===== src/rtl/serial_logic_unit.sv =====
// serial_logic_unit: bit-serial two-operand logic unit.
// A start in IDLE latches a, b and mode, then one lane per clock is computed
// LSB first through a nor-only gate network and written into s. eq tracks
// whether every processed lane of a and b agreed. done pulses for one cycle
// after the last lane, and the block then returns to IDLE.
module serial_logic_unit #(
   parameter int WIDTH = 8
) (
   input  logic             clk,
   input  logic             reset,
   input  logic             start,
   input  logic [1:0]       mode,
   input  logic [WIDTH-1:0] a,
   input  logic [WIDTH-1:0] b,
   output logic [WIDTH-1:0] s,
   output logic             eq,
   output logic             busy,
   output logic             done
);

   // Lane index is at least one bit wide so WIDTH=1 still has a legal counter.
   localparam int IDX_W = (WIDTH > 1) ? $clog2(WIDTH) : 1;
   localparam logic [IDX_W-1:0] LAST_IDX = IDX_W'(WIDTH - 1);

   typedef enum logic [1:0] {
      IDLE = 2'd0,
      RUN  = 2'd1,
      DONE = 2'd2
   } state_t;

   state_t state;
   state_t state_next;

   logic [WIDTH-1:0] a_q;
   logic [WIDTH-1:0] b_q;
   logic [1:0]       mode_q;
   logic [IDX_W-1:0] idx;

   logic [WIDTH-1:0] a_sh;
   logic [WIDTH-1:0] b_sh;
   logic [WIDTH-1:0] lane_mask;
   logic             lane_a;
   logic             lane_b;
   logic             last_lane;

   // Current lane operands and the one-hot write mask for s.
   assign a_sh      = a_q >> idx;
   assign b_sh      = b_q >> idx;
   assign lane_a    = a_sh[0];
   assign lane_b    = b_sh[0];
   assign lane_mask = WIDTH'(1) << idx;
   assign last_lane = (idx == LAST_IDX);

   // ------------------------------------------------------------------
   // Per-lane gate network, nor primitives only.
   //   r0 = XNOR, r1 = XOR, r2 = NOR, r3 = NAND of (lane_a, lane_b)
   // The complement of each candidate is already available in the network,
   // which lets each 2:1 mux be two nors plus one combining nor.
   // ------------------------------------------------------------------
   wire n_or;       // ~(a|b)      : r2
   wire n_a;        // ~a
   wire n_b;        // ~b
   wire and_v;      // a&b         : ~r3
   wire or_v;       // a|b         : ~r2
   wire nand_v;     // ~(a&b)      : r3
   wire xor_v;      // a^b         : r1, ~r0
   wire xnor_v;     // ~(a^b)      : r0, ~r1
   wire n_m0;
   wire n_m1;
   wire lo_a, lo_b, lo_n;
   wire hi_a, hi_b, hi_n;
   wire out_a, out_b, lane_n, lane_bit;

   nor u_nor_ab  (n_or,   lane_a, lane_b);
   nor u_inv_a   (n_a,    lane_a, lane_a);
   nor u_inv_b   (n_b,    lane_b, lane_b);
   nor u_and     (and_v,  n_a,    n_b);
   nor u_or      (or_v,   n_or,   n_or);
   nor u_nand    (nand_v, and_v,  and_v);
   nor u_xor     (xor_v,  and_v,  n_or);
   nor u_xnor    (xnor_v, xor_v,  xor_v);

   nor u_inv_m0  (n_m0,   mode_q[0], mode_q[0]);
   nor u_inv_m1  (n_m1,   mode_q[1], mode_q[1]);

   // mode[0] picks XNOR/XOR (low pair) and NOR/NAND (high pair).
   nor u_lo_a    (lo_a,   xor_v,  mode_q[0]);   // xnor & ~m0
   nor u_lo_b    (lo_b,   xnor_v, n_m0);        // xor  &  m0
   nor u_lo_n    (lo_n,   lo_a,   lo_b);        // ~low pair result
   nor u_hi_a    (hi_a,   or_v,   mode_q[0]);   // nor  & ~m0
   nor u_hi_b    (hi_b,   and_v,  n_m0);        // nand &  m0
   nor u_hi_n    (hi_n,   hi_a,   hi_b);        // ~high pair result

   // mode[1] picks between the pairs.
   nor u_out_a   (out_a,  lo_n,   mode_q[1]);
   nor u_out_b   (out_b,  hi_n,   n_m1);
   nor u_lane_n  (lane_n, out_a,  out_b);
   nor u_lane    (lane_bit, lane_n, lane_n);

   // State register; reset wins over everything.
   always_ff @(posedge clk) begin
      // NOTE: every register in a clocked block uses <= so all of them update
      // from the same pre-edge values regardless of statement order.
      if (reset) state <= IDLE;
      else       state <= state_next;
   end

   // Next-state logic.
   always_comb begin
      // NOTE: assigning the default first guarantees no path leaves
      // state_next unassigned, so no latch is inferred.
      state_next = state;
      unique case (state)
         IDLE:    if (start) state_next = RUN;
         RUN:     if (last_lane) state_next = DONE;
         DONE:    state_next = IDLE;
         default: state_next = IDLE;
      endcase
   end

   // Operand latch, lane index, result and equality flag.
   always_ff @(posedge clk) begin
      if (reset) begin
         a_q    <= '0;
         b_q    <= '0;
         mode_q <= 2'b00;
         idx    <= '0;
         s      <= '0;
         eq     <= 1'b0;
      end else begin
         unique case (state)
            IDLE: begin
               if (start) begin
                  a_q    <= a;
                  b_q    <= b;
                  mode_q <= mode;
                  idx    <= '0;
                  s      <= '0;
                  eq     <= 1'b1;
               end
            end
            RUN: begin
               s <= (s & ~lane_mask) | (lane_bit ? lane_mask : '0);
               if (xor_v) eq <= 1'b0;
               // Index stops at the last lane instead of wrapping past it.
               if (!last_lane) idx <= idx + 1'b1;
            end
            default: ;  // DONE: results held until the next accepted start
         endcase
      end
   end

   assign busy = (state == RUN);
   assign done = (state == DONE);

endmodule


===== config.mk =====
export PLATFORM = sky130hd
export DESIGN_NAME = serial_logic_unit
export DESIGN_NICKNAME = d
export VERILOG_FILES = /design/src/rtl/serial_logic_unit.sv
export SDC_FILE = /design/constraint.sdc
export NUM_CORES = 1
export LEC_CHECK = 0
export ABC_CLOCK_PERIOD_IN_PS = 2600
export BUFFER_PORTS_ARGS = -buffer_cell sky130_fd_sc_hd__buf_2
export CORE_MARGIN = 1.5
export CORE_UTILIZATION = 40
export CTS_CLUSTER_SIZE = 40
export DETAILED_ROUTE_END_ITERATION = 16
export GPL_TIMING_DRIVEN = 1
export REMOVE_ABC_BUFFERS = 1
export SLEW_MARGIN = 0
export SYNTH_ARGS = -nofsm -noshare
export SYNTH_HDL_FRONTEND = slang
export SYNTH_SLANG_ARGS = --single-unit

===== constraint.sdc =====
create_clock -name clk -period 2.6 [get_ports clk]
set_input_delay 0.52 -clock clk [delete_from_list [all_inputs] [get_ports clk]]
set_output_delay 0.52 -clock clk [all_outputs]
set_load 0.1 [all_outputs]

## After elaboration in Yosys (flattened, before gate mapping)

Cells that the tools add are included.

- Equality and inequality tests: 7
- $add $sub $neg: 1
- Bitwise logic cells: 30
- Reduce and logical (&&, ||, !) cells: 7
- Multiplexer cells: 12
- Shift-type cells: 3

Operators by type and width:

| operator | count |
|---|---|
| $mux 8 | 2 |
| $pmux 8 s2 | 1 |
| $shr 8x3->1 | 2 |
| $not 1->1 | 15 |
| $or 1x1->1 | 12 |
| $and 8x8->8 | 1 |
| $not 8->8 | 1 |
| $or 8x8->8 | 1 |
| $shl 1x3->8 const A | 1 |
| $mux 3 | 2 |
| $ne 2x2->1 const B | 3 |
| $pmux 3 s2 | 1 |
| $reduce_and 2->1 | 3 |
| $reduce_and 3->1 | 2 |
| $mux 2 | 2 |
| $pmux 2 s2 | 1 |
| $add 3x1->3 const B | 1 |
| $eq 3x3->1 const B | 1 |
| $eq 2x1->1 const B | 1 |
| $eq 2x2->1 const B | 1 |
| $logic_not 2->1 | 1 |
| $mux 1 | 2 |
| $ne 2x1->1 const B | 1 |
| $pmux 1 s2 | 1 |
| $reduce_bool 2->1 | 1 |

- Bits in registers: 32
- Bits of input ports: 21

## Longest topological paths before layout

- Depth in word-level cells: 16
- Depth in mapped cells: 10
- Depth with buffers taken out: 9

## Worst setup path after synthesis

OpenSTA, ideal clock, no wires.

- Path type: reg-to-output
- Start point: reg state[1]
- End point: out done
- Path slack: 0.049 ns
- Path buffers: 1
- Cell stages (with the launch flop): 3
- Arrival: 2.031 ns
- Cell sequence: dfxtp_1 -> clkbuf_1 -> nor2b_1

- Cells in the longest elaborated chain, start to end: 1

RTL lines:

| element | RTL line | text |
|---|---|---|
| start: declaration | 31 | `state_t state;` |
| start signal: assignment | 105 | `else state <= state_next;` |
| $eq 2x2->1 | 154 | `assign done = (state == DONE);` |
| end: declaration | 18 | `output logic done` |

Every way passes these cells.

## Final worst setup path

- Start point: reg idx[0]
- End point: reg s[4]

- Cells in the longest elaborated chain, start to end: 16

RTL lines:

| element | RTL line | text |
|---|---|---|
| start: declaration | 37 | `logic [IDX_W-1:0] idx;` |
| start signal: assignment | 146 | `if (!last_lane) idx <= idx + 1'b1;` |
| $shr 8x3->1, on equally long branches | 47, 48 |  |
| $not 1->1, on equally long branches | 75, 76 |  |
| $or 1x1->1 | 77 | `nor u_and (and_v, n_a, n_b);` |
| $not 1->1 | 77 |  |
| $or 1x1->1 | 80 | `nor u_xor (xor_v, and_v, n_or);` |
| $not 1->1 | 80 |  |
| $or 1x1->1 | 87 | `nor u_lo_a (lo_a, xor_v, mode_q[0]);` |
| $not 1->1 | 87 |  |
| $or 1x1->1 | 89 | `nor u_lo_n (lo_n, lo_a, lo_b);` |
| $not 1->1 | 89 |  |
| $or 1x1->1 | 95 | `nor u_out_a (out_a, lo_n, mode_q[1]);` |
| $not 1->1 | 95 |  |
| $or 1x1->1 | 97 | `nor u_lane_n (lane_n, out_a, out_b);` |
| $mux 8 | 143 | `s <= (s & ~lane_mask) \| (lane_bit ? lane_mask : '0);` |
| $or 8x8->8 * | 143 |  |
| $pmux 8 s2 * | 131 | `unique case (state)` |
| end signal: assignment | 143 |  |
| end: declaration | 15 | `output logic [WIDTH-1:0] s,` |

Mark *: on every way between the ends. The rest lies on a longest branch, timed or not.
A chain may end at the register's enable or synchronous reset.

==> impl_metrics.env <==
export IMPL_outcome="completed"
export IMPL_hold_viol=0
export IMPL_critPathCaptureType="flip-flop"
export IMPL_io_buffers=31
export IMPL_drc=0
export IMPL_fillers=375
export IMPL_synth_seq_cells=32
export IMPL_stdcell_area_um2=1780
export IMPL_synth_edff_count=0
export IMPL_maxSlewHeadroom=0.587
export IMPL_setup_tns_ns=0
export IMPL_grt_first_pass_wirelength_mm=5.31
export IMPL_drtIter0Drc=52
export IMPL_synth_top_area_cell="dfxtp_1"
export IMPL_ant_nets=0
export IMPL_grt_pass1_vias=1311
export IMPL_ys_top_cells_by_area="dfxtp_1 (42%), nand2_1 (12%), a21oi_1 (7.6%), mux4_1 (6.9%), ha_1 (6.6%)"
export IMPL_vias=1267
export IMPL_synth_top_family_by_area="simple AND/OR/NAND/NOR gates"
export IMPL_fmax_mhz=422
export IMPL_critPathKind="flip-flop to flip-flop"
export IMPL_ir_worst_vdd_uv=370
export IMPL_yosys_area_share_xor_xnor=0
export IMPL_rows=22
export IMPL_layout_min_cycle_time_ns=2.37
export IMPL_final_nets=237
export IMPL_async_flop_share=0
export IMPL_hold_path_class="flip-flop to flip-flop"
export IMPL_period_share=0.912
export IMPL_critPathMaxFanout=8
export IMPL_drive_gt1_frac=0.230
export IMPL_hpwlAfterDp_mm=2.19
export IMPL_area_growth_pct=17.5
export IMPL_power_leakage_uw=0.000798
export IMPL_worst_slack_ns=0.229
export IMPL_cp_required_ns=2.80
export IMPL_tightest_slew_ns=0.619
export IMPL_fin_skew_ns=0.00459
export IMPL_start_kind="flip-flop"
export IMPL_yosys_area_share_simple=0.234
export IMPL_synth_adder_area_share=0.0659
export IMPL_gp_congestion=0.792
export IMPL_ctsRootBufferMaster="clkbuf_8"
export IMPL_synth_compound_area_frac=0.156
export IMPL_die_w_um=64.6
export IMPL_cts_buffer_depth=2
export IMPL_post_dp_cell_area_um2=1690
export IMPL_syn_inst=179
export IMPL_synth_top_area_frac=0.422
export IMPL_grt_overflow_total=0
export IMPL_synthMuxAreaShare=0.0692
export IMPL_clkSlewWorstSetupHoldPaths_ns=0.06
export IMPL_grt_setup_unrepaired="false"
export IMPL_firstDrtPassIters=4
export IMPL_powerDensity_nw_per_um2=602
export IMPL_track_usage=0.166
export IMPL_synthesis_area_um2=1520
export IMPL_die_area_um2=4180
export IMPL_numCtsBuffers=5
export IMPL_initial_utilization=0.415
export IMPL_finalMaxSlewViolations=0
export IMPL_antenna_found_initial=0
export IMPL_drt_wl_total_mm=2.97
export IMPL_htreeDepth=2
export IMPL_wire_per_inst_um=11.6
export IMPL_core_area_um2=3660
export IMPL_hold_ws_ns=0.456
export IMPL_ctsHoldBuffers=0
export IMPL_cts_tree="built"
export IMPL_post_place_ws_ns=0.137
export IMPL_synth_common_cells="nand2_1 (47), dfxtp_1 (32), a21oi_1 (23)"
export IMPL_cp_arrival_ns=2.57
export IMPL_pin_count=32
export IMPL_vias_per_cell=4.93
export IMPL_ys_types=29
export IMPL_yosys_warnings=0
export IMPL_cap_viol_max_count=0
export IMPL_ys_flop_type="dfxtp_1"
export IMPL_die_h_um=64.6
export IMPL_yosys_cell_count_top_type="nand2_1"
export IMPL_clock_latency_ns=0.28
export IMPL_clock_sinks=32
export IMPL_ys_seq_area_frac=0.422
export IMPL_final_core_util=0.487
export IMPL_synth_area_per_cell_um2=8.49
export IMPL_n_antenna_cell=0
export IMPL_setup_violations=0
export IMPL_grt_max_degree=27
==> critical path: stages (launching register included) <==
cell	delay, ns
dfxtp_2	0.43
mux4_1	0.58
nand2_1	0.08
and2_4	0.14
ha_1	0.24
nor2b_1	0.15
nor3_2	0.19
o21ai_1	0.21
o31ai_1	0.26
==> cell usage in the layout (no fill, tap or decap) <==
cell	n
and3_1	1
a21o_1	3
o31ai_1	3
o21a_1	1
mux4_1	4
nand2b_1	2
buf_4	2
nand3_1	9
o2111ai_1	1
clkinv_2	2
nand2_1	47
a22oi_1	1
o21ai_1	1
clkbuf_8	6
ha_1	8
nor2b_1	6
dfxtp_1	31
o21ai_0	6
a21oi_1	23
inv_1	4
o211a_1	1
dfxtp_2	1
o21bai_1	1
nor3b_2	1
nor3_2	1
inv_2	2
buf_2	31
nor3b_1	2
nor2_1	6
and2_4	2
==> per-layer routing <==
metal | global-route usage | routed length, um
met5 | 0 | 0
met4 | 0.114 | 78
met3 | 0.0538 | 158
met2 | 0.277 | 1360
met1 | 0.176 | 1380
==> stage by stage <==
stage	power [uW]	instances
2_1_floorplan	656	168
3_3_place_gp	701	249
3_5_place_dp	706	249
4_1_cts	1090	257
5_1_grt	1140	257
6_report	1070	257
==> kinds of logic (layout without fill, tap and decap cells) <==
kind of cell | Yosys count | after routing
AOI/OAI and AO/OA | 41 | 41
buffers and inverters | 17 | 47
muxes | 4 | 4
adders and majority gates | 8 | 8
DFF | 32 | 32
and+or+nand+nor | 77 | 77
==> timing repair <==
| action | 4_1_cts | 5_1_grt |
|---|---|---|
| gates resized for setup | 0 | 1 |
| endpoints found under the setup margin | 0 | 6 |
| setup buffers | 0 | 0 |
==> power by group <==
group          leakage [uW]  total [uW]  internal (uW)  switching (uW)
clock             0.0000510         379            211             169
combinational      0.000485         163           59.4             103
sequential         0.000262         533            514            18.5
total              0.000798        1070            784             290
==> worst paths after layout <==
kind | start | end | slack (ns) | cells after the start
min | a_q[0] | a_q[0] | 0.46 | 2
max reg2reg | idx[0] | s[4] | 0.23 | 8
min reg2reg | a_q[0] | a_q[0] | 0.46 | 2
max | idx[0] | s[4] | 0.23 | 8
==> sequential cells by signal, summed over array words and instances, names as in the netlist <==
register and flops:
a_q 8, b_q 8, eq 1, idx 3, mode_q 2, s 8
state 2
==> final cells by class <==
type                            count  area [um^2]  area share
Clock inverter                      2         10.0     0.00561
Sequential cell                    32          642       0.360
Multi-Input combinational cell    130          797       0.447
Inverter                            6         22.5      0.0126
Clock buffer                        6         82.6      0.0463
Tap cell                           48         60.1      0.0337
Timing Repair Buffer               33          170      0.0954
Power figures use the tool's default switching activity.
